**src/rtl/seg_disp_pkg.sv**
```systemverilog
`default_nettype none
// ============================================================================
// Module      : seg_disp_pkg
// Description : Shared types and constants for the 8-digit display scheduler:
//               arbiter state encoding, display geometry, parameter defaults.
// Revision    : 1.0 - initial release
// ============================================================================
package seg_disp_pkg;

  localparam int NUM_DIGITS = 8;
  localparam int DIGIT_W    = 4;
  localparam int IDX_W      = 3;

  localparam int SCAN_DIV_DEFAULT     = 50000;
  localparam int MIN_FRAMES_DEFAULT   = 4;
  localparam int BLINK_FRAMES_DEFAULT = 32;

  typedef enum logic [1:0] {
    IDLE = 2'd0,
    GNT0 = 2'd1,
    GNT1 = 2'd2
  } state_t;

endpackage
`default_nettype wire

```
**src/rtl/seg_scan_timer.sv**
```systemverilog
`default_nettype none
// ============================================================================
// Module      : seg_scan_timer
// Description : Digit-slot divider and scan index for the multiplexed display.
//               Produces the one-hot digit enable, a combinational frame
//               boundary strobe (last tick of digit 7) and a registered
//               frame_start pulse in the first cycle of digit 0.
// Revision    : 1.0 - initial release
// ============================================================================
module seg_scan_timer
  import seg_disp_pkg::*;
#(
  parameter int SCAN_DIV = SCAN_DIV_DEFAULT
) (
  input  logic                  clk,
  input  logic                  rst_n,
  output logic [IDX_W-1:0]      scan_idx,
  output logic [NUM_DIGITS-1:0] seg_en,
  output logic                  frame_bound,
  output logic                  frame_start
);

  localparam int DIV_W = $clog2(SCAN_DIV);
  localparam logic [DIV_W-1:0] c_div_last = DIV_W'(SCAN_DIV - 1);
  localparam logic [IDX_W-1:0] c_idx_last = IDX_W'(NUM_DIGITS - 1);

  logic [DIV_W-1:0] r_div;
  logic [IDX_W-1:0] r_idx;
  logic             r_frame_start;
  logic             w_tick;

  assign w_tick      = (r_div == c_div_last);
  assign frame_bound = w_tick && (r_idx == c_idx_last);
  assign scan_idx    = r_idx;
  assign seg_en      = NUM_DIGITS'(1) << r_idx;
  assign frame_start = r_frame_start;

  // Clock divider: one tick every SCAN_DIV cycles.
  always_ff @(posedge clk or negedge rst_n) begin
    if (!rst_n)      r_div <= '0;
    else if (w_tick) r_div <= '0;
    else             r_div <= r_div + DIV_W'(1);
  end

  // Scan index advances per tick; 3-bit width wraps 7 -> 0 naturally.
  always_ff @(posedge clk or negedge rst_n) begin
    if (!rst_n)      r_idx <= '0;
    else if (w_tick) r_idx <= r_idx + IDX_W'(1);
  end

  // frame_start marks the first cycle of digit 0 after a boundary.
  always_ff @(posedge clk or negedge rst_n) begin
    if (!rst_n) r_frame_start <= 1'b0;
    else        r_frame_start <= frame_bound;
  end

endmodule
`default_nettype wire

```
**src/rtl/seg_disp_sched.sv**
```systemverilog
`default_nettype none
// ============================================================================
// Module      : seg_disp_sched
// Description : Two-port arbiter for an 8-digit multiplexed 7-segment display.
//               Port 1 has priority but may only preempt port 0 after port 0
//               has held the display long enough. Ownership and the displayed
//               data snapshot change only at frame boundaries.
//               Optional feature macro: SEG_DISP_BLINK_EN (per-digit blinking
//               of port 1 digits).
// Revision    : 1.0 - initial release
// ============================================================================
module seg_disp_sched
  import seg_disp_pkg::*;
#(
  parameter int SCAN_DIV     = SCAN_DIV_DEFAULT,
  parameter int MIN_FRAMES   = MIN_FRAMES_DEFAULT,
  parameter int BLINK_FRAMES = BLINK_FRAMES_DEFAULT
) (
  input  logic        clk,
  input  logic        rst_n,
  input  logic        req0,
  input  logic [31:0] data0,
  input  logic [7:0]  dp0,
  output logic        gnt0,
  input  logic        req1,
  input  logic [31:0] data1,
  input  logic [7:0]  dp1,
  input  logic [7:0]  blink1,
  output logic        gnt1,
  output logic [7:0]  seg_en,
  output logic [3:0]  digit,
  output logic        dp,
  output logic        blank,
  output logic        frame_start
);

  localparam int HOLD_W = $clog2(MIN_FRAMES + 1);
  localparam logic [HOLD_W-1:0] c_hold_max = HOLD_W'(MIN_FRAMES);

  state_t                        r_state;
  state_t                        w_state_nxt;
  logic [HOLD_W-1:0]             r_hold;
  logic [NUM_DIGITS*DIGIT_W-1:0] r_snap_data;
  logic [NUM_DIGITS-1:0]         r_snap_dp;
  logic [IDX_W-1:0]              w_idx;
  logic [IDX_W+1:0]              w_nib_lsb;
  logic                          w_bound;

  seg_scan_timer #(
    .SCAN_DIV (SCAN_DIV)
  ) u_timer (
    .clk         (clk),
    .rst_n       (rst_n),
    .scan_idx    (w_idx),
    .seg_en      (seg_en),
    .frame_bound (w_bound),
    .frame_start (frame_start)
  );

  // Arbiter state register, updated only at frame boundaries.
  always_ff @(posedge clk or negedge rst_n) begin
    if (!rst_n)       r_state <= IDLE;
    else if (w_bound) r_state <= w_state_nxt;
  end

  // Next-state: port 1 wins ties; port 0 is preempted only once hold saturates.
  always_comb begin
    w_state_nxt = r_state;
    case (r_state)
      IDLE: begin
        if (req1)      w_state_nxt = GNT1;
        else if (req0) w_state_nxt = GNT0;
      end
      GNT0: begin
        if (!req0)                            w_state_nxt = req1 ? GNT1 : IDLE;
        else if (req1 && r_hold == c_hold_max) w_state_nxt = GNT1;
      end
      GNT1: begin
        if (!req1) w_state_nxt = req0 ? GNT0 : IDLE;
      end
      default: w_state_nxt = IDLE;
    endcase
  end

  // Grants decode directly from the state register, so they are mutually exclusive.
  always_comb begin
    gnt0 = (r_state == GNT0);
    gnt1 = (r_state == GNT1);
  end

  // Hold counter: frames spent in the current state, saturating.
  always_ff @(posedge clk or negedge rst_n) begin
    if (!rst_n) begin
      r_hold <= '0;
    end else if (w_bound) begin
      if (w_state_nxt != r_state)  r_hold <= '0;
      else if (r_hold != c_hold_max) r_hold <= r_hold + HOLD_W'(1);
    end
  end

  // Snapshot of the owning port's digits, frozen for the whole next frame.
  always_ff @(posedge clk or negedge rst_n) begin
    if (!rst_n) begin
      r_snap_data <= '0;
      r_snap_dp   <= '0;
    end else if (w_bound) begin
      case (w_state_nxt)
        GNT0: begin
          r_snap_data <= data0;
          r_snap_dp   <= dp0;
        end
        GNT1: begin
          r_snap_data <= data1;
          r_snap_dp   <= dp1;
        end
        default: begin
          r_snap_data <= '0;
          r_snap_dp   <= '0;
        end
      endcase
    end
  end

  assign w_nib_lsb = {w_idx, 2'b00};
  assign digit     = r_snap_data[w_nib_lsb +: DIGIT_W];
  assign dp        = r_snap_dp[w_idx];

`ifdef SEG_DISP_BLINK_EN
  localparam int BC_W = (BLINK_FRAMES > 1) ? $clog2(BLINK_FRAMES) : 1;
  localparam logic [BC_W-1:0] c_blink_last = BC_W'(BLINK_FRAMES - 1);

  logic [BC_W-1:0]       r_blink_cnt;
  logic                  r_blink_on;
  logic [NUM_DIGITS-1:0] r_snap_blink;

  // Frame counter toggling the blink phase; phase starts "on" after reset.
  always_ff @(posedge clk or negedge rst_n) begin
    if (!rst_n) begin
      r_blink_cnt <= '0;
      r_blink_on  <= 1'b1;
    end else if (w_bound) begin
      if (r_blink_cnt == c_blink_last) begin
        r_blink_cnt <= '0;
        r_blink_on  <= ~r_blink_on;
      end else begin
        r_blink_cnt <= r_blink_cnt + BC_W'(1);
      end
    end
  end

  // Blink mask is captured alongside the port 1 snapshot.
  always_ff @(posedge clk or negedge rst_n) begin
    if (!rst_n)       r_snap_blink <= '0;
    else if (w_bound) r_snap_blink <= (w_state_nxt == GNT1) ? blink1 : '0;
  end

  // Dark when idle, or for masked port 1 digits during the off phase.
  always_comb begin
    blank = (r_state == IDLE);
    if ((r_state == GNT1) && !r_blink_on && r_snap_blink[w_idx]) blank = 1'b1;
  end
`else
  logic w_unused_blink;
  assign w_unused_blink = ^{blink1, BLINK_FRAMES[0]};

  // Dark only while no port owns the display.
  always_comb begin
    blank = (r_state == IDLE);
  end
`endif

endmodule
`default_nettype wire

```
**config.mk**
```make
export PLATFORM = sky130hd
export DESIGN_NAME = seg_disp_sched
export DESIGN_NICKNAME = d
export VERILOG_FILES = /design/src/rtl/seg_disp_pkg.sv /design/src/rtl/seg_scan_timer.sv /design/src/rtl/seg_disp_sched.sv
export SDC_FILE = /design/constraint.sdc
export NUM_CORES = 1
export LEC_CHECK = 0
export BUFFER_PORTS_ARGS = -buffer_cell sky130_fd_sc_hd__buf_2
export CORE_MARGIN = 4
export CORE_UTILIZATION = 47
export DETAILED_ROUTE_END_ITERATION = 12
export MAX_ROUTING_LAYER = met4
export PLACE_DENSITY = 0.84
export REMOVE_ABC_BUFFERS = 1
export SYNTH_ARGS = -nofsm -noshare
export SYNTH_HDL_FRONTEND = slang
export SYNTH_SLANG_ARGS = --single-unit
export TNS_END_PERCENT = 5
```
**constraint.sdc**
```tcl
create_clock -name clk -period 2.4 [get_ports clk]
set_input_delay 0.12 -clock clk [delete_from_list [all_inputs] [get_ports clk]]
set_output_delay 0.12 -clock clk [all_outputs]
set_load 0.05 [all_outputs]
```
# Word-level counts from Yosys, hierarchy flattened
# Index checks and enable logic that the tools add are counted.
[totals]
reg_bits = 65
in_bits = 92
out_inout_bits = 17
[op_classes]
n_addsub = 3
n_lt_le_gt_ge = 1
eq_ne = 9
shifts = 2
muxes = 15
n_reduce_logical = 5
[ops]
columns = ["cell", "n"]
rows = [
  ["$pmux 32 s2", 1],
  ["$shiftx 32x6->4", 1],
  ["$add 16x1->16 const B", 1],
  ["$eq 16x16->1 const B", 1],
  ["$mux 16", 1],
  ["$pmux 8 s2", 1],
  ["$mux 2", 6],
  ["$shl 1x3->8 const A", 1],
  ["$add 3x1->3 const B", 2],
  ["$eq 3x3->1 const B", 2],
  ["$mux 3", 2],
  ["$pmux 2 s3", 1],
  ["$eq 2x1->1 const B", 2],
  ["$eq 2x2->1 const B", 2],
  ["$lt 3x4->1 const B", 1],
  ["$bmux 1 s3", 1],
  ["$ne 3x3->1 const B", 1],
  ["$logic_and 1x1->1", 2],
  ["$logic_not 2->1", 1],
  ["$mux 1", 2],
  ["$ne 2x2->1", 1],
  ["$reduce_and 2->1", 1],
  ["$reduce_bool 2->1", 1],
]

# Longest topological paths before layout
# Gate-level depths: netlist of the first run.
[depth]
ltp_word = 8
mapped_depth = 11
depth_no_buf = 10

# Hierarchy
# A second synthesis of the first run with hierarchy kept.
[unflattened]
cells_unflattened = 336
area_unflattened_um2 = 3490.8
[by_module_without_submodules]
columns = ["module", "instances", "cells_each", "area_per_inst_um2", "seq_area_each_um2"]
rows = [
  ["seg_disp_sched", 1, 242, 2473.6, 1126.1],
  ["seg_scan_timer", 1, 94, 1017.2, 500.5],
]

# Least setup slack after synthesis of the first run
# No wires, ideal clock.
[synth_path]
path_kind = "register to register"
start = "reg u_timer.r_idx[0], in the netlist u_timer.scan_idx[0]"
end = "reg r_snap_data[10]"
setup_ns = 0.125
arrival_time_ns = 2.220
setup_slack_ns = 0.055
path_stages_with_launch = 7
period_less_slack_ns = 2.345
path_cell_list = "dfrtp_1 > ha_1 > ha_1 > nand4_1 > nor4_4 > buf_6 > mux2_4"
[synth_between]
elab_chain_cells = 2
[synth_rtl]
columns = ["element", "line_no", "rtl"]
rows = [
  ["start, declared", "seg_scan_timer.sv:28", "logic [IDX_W-1:0] r_idx;"],
  ["start signal, assigned", "seg_scan_timer.sv:48", "else if (w_tick) r_idx <= r_idx + IDX_W'(1);"],
  ["$eq 3x3->1", "seg_scan_timer.sv:33", "assign frame_bound = w_tick && (r_idx == c_idx_last);"],
  ["$logic_and 1x1->1", "seg_scan_timer.sv:33", ""],
  ["end signal, assigned", "seg_disp_sched.sv:109", "r_snap_data <= data0;"],
  ["end signal, assigned", "seg_disp_sched.sv:113", "r_snap_data <= data1;"],
  ["end, declared", "seg_disp_sched.sv:43", "logic [NUM_DIGITS*DIGIT_W-1:0] r_snap_data;"],
]
# Every way passes these cells.
# A chain may end at the register's enable or synchronous reset.

# Worst setup path in the final report of the first run
[layout_path]
start = "reg r_hold[1]"
end = "reg r_snap_data[1]"
[layout_between]
elab_chain_cells = 7
word_cells_on_any_way = 8
cone_classes = "eq/ne: 3; mux: 4; reduce/logical: 1"
[layout_rtl]
columns = ["element", "line_no", "rtl"]
rows = [
  ["start, declared", "seg_disp_sched.sv:42", "logic [HOLD_W-1:0] r_hold;"],
  ["start signal, assigned", "seg_disp_sched.sv:97", "else if (r_hold != c_hold_max) r_hold <= r_hold + HOLD_W'(1);"],
  ["$eq 3x3->1 *", "seg_disp_sched.sv:76", "else if (req1 && r_hold == c_hold_max) w_state_nxt = GNT1;"],
  ["$logic_and 1x1->1 *", "seg_disp_sched.sv:76", ""],
  ["$mux 2 *", "seg_disp_sched.sv:76", ""],
  ["$mux 2 *", "seg_disp_sched.sv:75", "if (!req0) w_state_nxt = req1 ? GNT1 : IDLE;"],
  ["$pmux 2 s3 *", "seg_disp_sched.sv:69", "case (r_state)"],
  ["net w_state_nxt[0]", "seg_disp_sched.sv:41", "state_t w_state_nxt;"],
  ["$eq 2x2->1 / $eq 2x1->1 (equally long branches)", "seg_disp_sched.sv:107", "case (w_state_nxt)"],
  ["$pmux 32 s2 *", "seg_disp_sched.sv:107", ""],
]
# The timed path passes the listed nets; every way through them passes the cells marked *.

==> reports/results.ini, run 1 <==
[outcome]
status = completed

[timing]
setup_viol = 0
fmax_ghz = 0.4331
fin_crit_sh = 0.9620
min_period_ps = 2309
rsz0062_at_grt = true
worstMarginPinSlew_ps = 467.4
skew_ps = 12.75
slew-limit-headroom = 0.6865
drv_slew = 0
final-hold-violation-count = 0

[synthesis]
synth_top_area_cell = dfrtp_1
synth_mux_area_frac = 0.2154
ys_warn_count = 0
yosys.area_share.simple = 0.1465
synth_top_area_share = 0.4269
seq_area_frac_synth = 0.4269
synthAdderAreaFrac = 0.03612
async_reset_ff_frac = 1.000
synth_area_leaders = dfrtp_1 43%, mux2_4 12%, a22oi_1 7.9%
synth_top_family_by_area = multiplexers
synthCells = 341
synth_xor_area_frac = 0.03448
syn-cell-area_um2 = 3810
synth_cell_types = 39
synth_compound_area_frac = 0.1008
synth-seq-cells = 65
syn_area_per_cell_um2 = 11.17
synth-main-ff-cell = dfrtp_1
synth_edf_count = 0

[floorplanning]
die_h_um = 98.04
coreArea_um2 = 7807
num_io_pins = 109
dieWidth_um = 98.04
dieArea_um2 = 9611
initial_utilization = 0.4880
rows = 32

[place]
io_buffers = 100
gp_congestion = 0.8315
hpwl_um = 6330

[routing]
totalWireLength_um = 8684
drc = 0
dr.pass1.iters = 4
drt_iter0_drc = 127
viasPerCell = 5.389
postRouteAntennaNets = 0
routedWlPerCell_um = 15.65
dr_total_vias = 2991

[layout]
syn2layout_area_growth_pct = 25.19
insertedDiodeCount = 0
finalCoreUtilization = 0.6109
final_layout_size_suffix_gt1_frac = 0.4305
register_area_um2 = 1627
final_common_cell = buf_2
fill_cells = 584
final_nets = 551
layout_common_cells = 100 x buf_2, 65 x dfrtp_1, 52 x nor2_1
multi_input_area_um2 = 2087

[clock_tree]
clkTransAtPathRegs_ps = 80
worstSkewPairLatency_ps = 350
clockBufferDepth = 2
root_buffer = clkbuf_8
cts_tree = done
cts_sinks = 65
cts_htree_levels = 3
cts_made_buffers = 9

[worst_setup_path]
cp_data_required_time_ps = 2620
r2r-start = r_hold[1]
startpoint = r_hold[1]
path_delay_family = compound AO/OA/AOI/OAI gates
crit_arrival_ps = 2530
worst_setup_path_start_kind = flop
crit_buf_inv = 3
critPathKind = reg -> reg
slowest_stage = dfrtp_1
end_kind = flop
worstPathMaxFanout = 40
max_stage_delay_ps = 370
path_cells = inv_1, ha_1, nand2_2, nand2_1, a221oi_4, inv_1, ha_1, buf_12, a22oi_1, nor2_1, mux2_2

[global_route]
grt_pass1_vias = 3029
grt_pass1_wl_um = 14280
grt_antenna_before_repair = 0
overflow = 0
grt_max_degree = 41
grt_usage = 0.1897

[power]
p_leak_uw = 0.002324
p_per_area_nw_per_um2 = 498.4
ir_worst_vdd_mv = 0.3358
power_uw = 2377

[hold_path]
min-delay-path-class = in -> async

[flow_run]
max_cap_viol_count = 0

[sequential cells by signal, summed over array words and instances, names as in the netlist]
name                 count
r_hold                   3
r_snap_data             32
r_snap_dp                8
r_state                  2
u_timer.frame_start      1
u_timer.r_div           16
u_timer.scan_idx         3
[through the flow]
step	area (um^2)	hold WS (ps)	setup slack [ps]	setup TNS, ps	cells
CTS	4698	101.0	77.49	0	552
floorplan	3700	-175.6	-1776	-74400	320
global placement	4463	-69.72	90.20	0	535
detailed placement	4463	-65.20	-32.33	-50.65	535
global route	4770	122.9	-38.93	-475.3	555
finish	4770	117.5	91.14	0	555
[synthesized netlist by cell type, types with 2 or more instances]
master	number
a21oi_1	3
a22oi_1	40
and2_1	4
and3b_1	2
buf_1	2
buf_6	4
clkbuf_1	14
dfrtp_1	65
ha_1	11
inv_1	11
mux2_1	3
mux2_2	9
mux2_4	30
mux4_2	10
nand2_1	24
nand3_1	6
nand4_1	6
nor2_1	52
nor2b_1	7
nor3_1	2
nor4_1	3
nor4_4	2
o21ai_0	2
xnor2_1	8
xor2_1	7
[worst register-to-register path, cell delays in order (launching register included)]
cell	delay, ps
dfrtp_1	370
inv_1	50
ha_1	200
nand2_2	90
nand2_1	90
a221oi_4	320
inv_1	80
ha_1	230
buf_12	180
a22oi_1	240
nor2_1	60
mux2_2	270
[where the power goes]
| group | switching, uW | total [uW] | internal (uW) |
|---|---|---|---|
| registers | 4.79 | 1100 | 1100 |
| logic | 137 | 249 | 112 |
| clock network | 443 | 1030 | 584 |
| total | 585 | 2380 | 1790 |
[final cells by class]
class | instances | area share
Clock buffer | 9 | 0.02597
Clock inverter | 7 | 0.01994
Inverter | 11 | 0.008657
Multi-Input combinational cell | 244 | 0.4376
Sequential cell | 65 | 0.3410
Tap cell | 102 | 0.02676
Timing Repair Buffer | 117 | 0.1401
[cells by family (layout without fill, tap and decap cells)]
logic type,Yosys count,count (layout)
AND/OR/NAND/NOR,113,113
XOR/XNOR,15,15
multiplexers,53,53
adder cells (fa/ha/maj),11,11
flip-flops,65,65
AO/OA/AOI/OAI,52,52
buffers and inverters,32,144
[per-layer routing]
layer / vias up / track usage / wire length, um
met5: - / - / 0
li1: 1437 / - / -
met1: 1446 / 0.2354 / 3686
met4: 0 / 0.07668 / 137
met3: 11 / 0.02143 / 440
met2: 97 / 0.3168 / 4420
[path summary, 6_finish.rpt]
path	cells after the start	end	slack (ps)
setup / recovery	11	r_snap_data[1]	90
hold / removal	2	r_snap_data[8]	120
setup reg to reg	11	r_snap_data[1]	90
hold reg to reg	1	u_timer.r_div[0]	480
max in group asynchronous	3	u_timer.frame_start	1690
min in group clk	4	r_snap_data[0]	140
[timing repair]
item | CTS | global route
gates resized for setup | 1 | 10
hold buffers | 1 | 0
setup buffers | 0 | 3
endpoints found under the hold margin | 65 | 0
setup endpoints to repair | 10 | 40
pin swaps | 0 | 1
(Power assumes the default switching activity.)
==> run 2, diff against run 1 <==
==> constraint.sdc (replaced) <==
create_clock -name clk -period 2.4 [get_ports clk]
set_input_delay 0.36 -clock clk [delete_from_list [all_inputs] [get_ports clk]]
set_output_delay 0.36 -clock clk [all_outputs]
set_load 0.05 [all_outputs]
==> run 2 against run 1 <==
  * Core utilization rose by 0.48 points
  * Clock power rose by 21%
  * Total power rose by 9.2%
  * Worst setup slack improved by 34 ps
  * Clock-buffer cell count did not move
  * Global-route usage rose by 1.2 points
  * Sequential share of layout area fell by 0.27 points
  * First-iteration DRC count rose by 28%
  * Critical path type unchanged
  * Largest cell class unchanged
==> reports/results.ini, run 2 (same netlist as run 1, synthesis figures left out) <==
[place]
gp_congestion = 0.8274
dp.cells = 534
place_area_um2 = 4468
io_buffers = 100
hpwl_um = 6362

[layout]
design_area_um2 = 4807
final_cell_count_no_fill = 554
final_nets = 550
final_layout_size_suffix_gt1_frac = 0.4270
layout_common_cells = 100 x buf_2, 65 x dfrtp_1, 52 x nor2_1
fill_cells = 568
regMostFlops = r_snap_data
final_common_cell = buf_2
largestRegisters = r_snap_data x32, u_timer.r_div x16, r_snap_dp x8
syn2layout_area_growth_pct = 26.17
largest_reg_flops = 32
insertedDiodeCount = 0

[power]
p_int_uw = 2004
p_leak_uw = 0.002347
pwr-share-seq = 0.424
ir_worst_vdd_mv = 0.3931
comb_power_share = 0.095
power_uw = 2595
p_sw_uw = 591.1
p_sw_frac = 0.2278
p_per_area_nw_per_um2 = 539.8
p_clk_frac = 0.481

[worst_setup_path]
critPathKind = reg -> reg
reg2reg_to = r_snap_data[11]
cp_data_required_time_ps = 2630
worstPathMaxFanout = 40
r2r_slack_ps = 130
cp_common_cell = inv_1
max_stage_delay_ps = 350
path_cells = inv_1, ha_1, nand2_2, nand2_1, a221oi_4, inv_1, ha_2, buf_12, a22oi_1, nor2_1, mux2_4
worst_setup_path_start_kind = flop
end_kind = flop
reg2reg_depth = 11
slowest_stage = dfrtp_1
crit_arrival_ps = 2510
r2r-start = r_hold[0]

[timing]
hold_slack_ps = 24.25
min_period_ps = 2275
setup_viol = 0
fin_crit_sh = 0.9477
rsz0062_at_grt = false
final-hold-violation-count = 0
skew_ps = 11.10
setup_tns_ps = 0
slew-limit-headroom = 0.5767
worstMarginPinSlew_ps = 634.9
drv_slew = 0
fmax_ghz = 0.4397

[flow_run]
max_cap_viol_count = 0

[floorplanning]
dieArea_um2 = 9611
die_h_um = 98.04
initial_utilization = 0.4880
rows = 32
coreArea_um2 = 7807
dieWidth_um = 98.04
num_io_pins = 109

[clock_tree]
clockBufferDepth = 2
cts_tree = done
worstSkewPairLatency_ps = 350
cts_sinks = 65
hold_buffers = 0
root_buffer = clkbuf_8
cts_htree_levels = 3
cts_made_buffers = 9
clkTransAtPathRegs_ps = 80

[routing]
viasPerCell = 5.493
postRouteAntennaNets = 0
drc = 0
drt_iter0_drc = 162
dr_total_vias = 3043
dr.pass1.iters = 4
routedWlPerCell_um = 16.36
totalWireLength_um = 9062

[global_route]
grt_antenna_before_repair = 0
grt_max_degree = 42
overflow = 0
grt_pass1_wl_um = 15160
grt_pass1_vias = 3122
grt_usage = 0.2013

[hold_path]
min-delay-path-class = in -> async

[outcome]
status = completed

-- run 2: metrics by stage --
| step | util | setup WS (ps) |
|---|---|---|
| finish | 0.6157 | 125.5 |
| global route | 0.6157 | 25.12 |
| CTS | 0.6072 | 35.20 |
| detailed placement | 0.5723 | -90.67 |
| global placement | 0.5723 | 76.50 |
| floorplan | - | -1776 |
-- run 2: critical path, delay by kind of cell, from the launching register on --
family | cells | cell delay [ps]
compound gates | 2 | 560
buf+inv | 3 | 300
simple gates | 3 | 260
fa+ha+maj | 2 | 420
mux | 1 | 260
flops | 1 | 350
-- run 2: routing by layer --
layer / share of wire / global-route usage / routed length, um / vias to the layer above
met1: 0.42 / 0.2474 / 3767 / 1473
met5: 0 / - / 0 / -
li1: - / - / - / 1431
met4: 0.020 / 0.07881 / 182 / 0
met3: 0.062 / 0.03714 / 560 / 16
met2: 0.50 / 0.3293 / 4552 / 123
-- run 2: power groups by stage --
| stage | sequential (uW) | combinational, uW | clock [uW] |
|---|---|---|---|
| 2_1_floorplan | 1120 | 104 | 0 |
| 5_1_grt | 1100 | 274 | 1310 |
| 3_3_place_gp | 1120 | 230 | 0 |
| 4_1_cts | 1100 | 240 | 1260 |
| 3_5_place_dp | 1120 | 239 | 0 |
| 6_report | 1100 | 246 | 1250 |
-- run 2: timing repair --
item / 4_1_cts / 5_1_grt
endpoints found under the setup margin: 40 / 39
buffers inserted: 0 / 4
pin swaps: 0 / 2
gates resized for setup: 1 / 8
-- run 2: how the worst max path moves through the flow --
stage / start / end / cells after the start
final: r_hold[0] / r_snap_data[11] / 11
after global routing: r_hold[1] / r_snap_dp[1] / 11
after CTS: r_hold[1] / r_snap_data[21] / 11
after detailed placement: r_hold[1] / r_snap_data[21] / 11
after global placement: r_hold[1] / r_snap_data[21] / 11
after floorplan: u_timer.scan_idx[0] / r_snap_data[1] / 5
-- run 2: cell type report --
cell class | instances | area, um^2 | area share
multi-input cells | 244 | 2074 | 0.4315
inverters | 11 | 41.29 | 0.008589
clock inverters | 7 | 142.6 | 0.02967
repair buffers | 116 | 670.6 | 0.1395
well taps | 102 | 127.6 | 0.02655
flip-flops and latches | 65 | 1627 | 0.3384
clock buffers | 9 | 123.9 | 0.02577
==> run 3, diff against run 2 <==
==> constraint.sdc (replaced) <==
create_clock -name clk -period 1.9 [get_ports clk]
set_input_delay 0.285 -clock clk [delete_from_list [all_inputs] [get_ports clk]]
set_output_delay 0.285 -clock clk [all_outputs]
set_load 0.05 [all_outputs]
==> run 3 against run 2 <==
  * The run now ends with negative setup slack left
  * Clock skew up 2.9 ps
  * Maximum frequency up 1.3%
  * Critical path depth unchanged
  * Hold slack better by 280 ps
  * Critical path type unchanged
==> reports/results.ini, run 3 (same netlist as run 1, synthesis figures left out) <==
[floorplanning]
dieArea_um2 = 9611
num_io_pins = 109
rows = 32
coreArea_um2 = 7807
dieWidth_um = 98.04
die_h_um = 98.04
initial_utilization = 0.4880

[timing]
drv_slew = 0
fin_crit_sh = 1.181
skew_ps = 14.04
setup_ws_ps = -344.4
setup_viol = 59
final-hold-violation-count = 0
rsz0062_at_grt = true
worstMarginPinSlew_ps = 529.0
fmax_ghz = 0.4455
slew-limit-headroom = 0.6452
min_period_ps = 2244

[worst_setup_path]
worstPathMaxFanout = 6
r2r_slack_ps = -340
reg2reg_depth = 11
path_cells = inv_2, ha_4, nand2_4, nand2_2, a221oi_4, inv_2, ha_4, clkbuf_16, a22oi_1, nor2_1, mux2_4
end_kind = flop
crit_buf_inv = 3
reg2reg_to = r_snap_data[11]
path_delay_family = compound AO/OA/AOI/OAI gates
crit_arrival_ps = 2480
cp_data_required_time_ps = 2140
slowest_stage = dfrtp_1
max_stage_delay_ps = 390
critPathKind = reg -> reg
r2r-start = r_hold[0]
worst_setup_path_start_kind = flop

[layout]
final_cell_count_no_fill = 592
largestRegisters = r_snap_data x32, u_timer.r_div x16, r_snap_dp x8
final_layout_size_suffix_gt1_frac = 0.5673
finalCoreUtilization = 0.6986
insertedDiodeCount = 0
regMostFlops = r_snap_data
design_area_um2 = 5454
syn2layout_area_growth_pct = 43.15
largest_reg_flops = 32
final_common_cell = buf_2
multi_input_area_um2 = 2302
layout_common_cells = 89 x buf_2, 65 x dfrtp_1, 51 x nor2_1
final_nets = 588
register_area_um2 = 1627
fill_cells = 443

[place]
place_area_um2 = 4638
io_buffers = 100
hpwl_um = 6609
place_ws_ps = -436.3
gp_congestion = 0.8543
dp.cells = 555

[global_route]
overflow = 0
grt_max_degree = 50
grt_antenna_before_repair = 0
grt_usage = 0.2460
grt_pass1_vias = 3555
grt_pass1_wl_um = 18010

[clock_tree]
clkTransAtPathRegs_ps = 80
worstSkewPairLatency_ps = 360
cts_htree_levels = 3
cts_made_buffers = 9
cts_tree = done
cts_sinks = 65
root_buffer = clkbuf_8
clockBufferDepth = 2

[outcome]
violations = negative setup slack
status = finished, violations left

[hold_path]
worstHoldStart = data0[0]
whs_endpoint = r_snap_data[0]
min-delay-path-class = in -> reg
min_path_cells = 4

[power]
power_uw = 2958
p_per_area_nw_per_um2 = 542.3
p_leak_uw = 0.002575
ir_worst_vdd_mv = 0.4116

[routing]
drt_iter0_drc = 339
viasPerCell = 6.042
routedWlPerCell_um = 22.11
dr_total_vias = 3577
drc = 0
postRouteAntennaNets = 0
dr.pass1.iters = 5
totalWireLength_um = 13090

[flow_run]
max_cap_viol_count = 0

## run 3: changes by cell type in the layout (fill, tap and decap cells not counted), sizes merged
cell and delta:
inv -1, clkbuf +6, buf +33, dlygate4sd3 +1, bufinv -4, clkinvlp +3
## run 3: final cells by class
type / instances / share of cell area
clock buffers: 11 / 0.02776
clock inverters: 5 / 0.005506
inverters: 11 / 0.008259
multi-input cells: 244 / 0.4221
flip-flops and latches: 65 / 0.2982
well taps: 102 / 0.02340
repair buffers: 154 / 0.2147
## run 3: power breakdown
group / switching, uW / internal (uW) / total (uW) / leakage [uW]
logic: 238 / 205 / 443 / 0.00160
registers: 3.23 / 1380 / 1390 / 0.000884
clock network: 589 / 538 / 1130 / 0.0000911
## run 3: timing repair
item / in CTS / in global routing
buffers inserted: 9 / 7
gates resized for setup: 53 / 50
hold buffers: 1 / 0
hold endpoints to repair: 16 / 0
gates cloned: 2 / 4
pin swaps: 8 / 19
setup endpoints to repair: 60 / 70
## run 3: worst max path at each step
stage | startpoint | end | slack [ps] | cells after the start
3_5_place_dp | r_hold[0] | r_snap_dp[5] | -440 | 11
2_1_floorplan | u_timer.scan_idx[0] | r_snap_data[1] | -2280 | 5
5_1_grt | r_hold[0] | r_snap_data[18] | -410 | 11
4_1_cts | r_hold[0] | r_snap_data[22] | -310 | 11
3_3_place_gp | r_hold[0] | r_snap_data[17] | -350 | 11
6_report | r_hold[0] | r_snap_data[11] | -340 | 11
## run 3: layer usage
layer / up-vias / routed length [um] / global-route usage
met3: 76 / 939 / 0.04429
met1: 1732 / 4884 / 0.2893
met2: 246 / 6465 / 0.4105
li1: 1523 / - / -
met4: 0 / 800 / 0.1118
met5: - / 0 / -
## run 3: worst reg2reg max path, stage by stage (launching register included)
cell and delay (ps):
dfrtp_1 390, inv_2 60, ha_4 170, nand2_4 60, nand2_2 70, a221oi_4 310, inv_2 90, ha_4 250
clkbuf_16 190, a22oi_1 210, nor2_1 80, mux2_4 260
## run 3: stage by stage
step,hold WS (ps),TNS [ps]
6_report,302.1,-13230
5_1_grt,325.1,-17390
4_1_cts,295.9,-13150
3_5_place_dp,244.8,-16700
3_3_place_gp,230.4,-12400
2_1_floorplan,-10.59,-96980
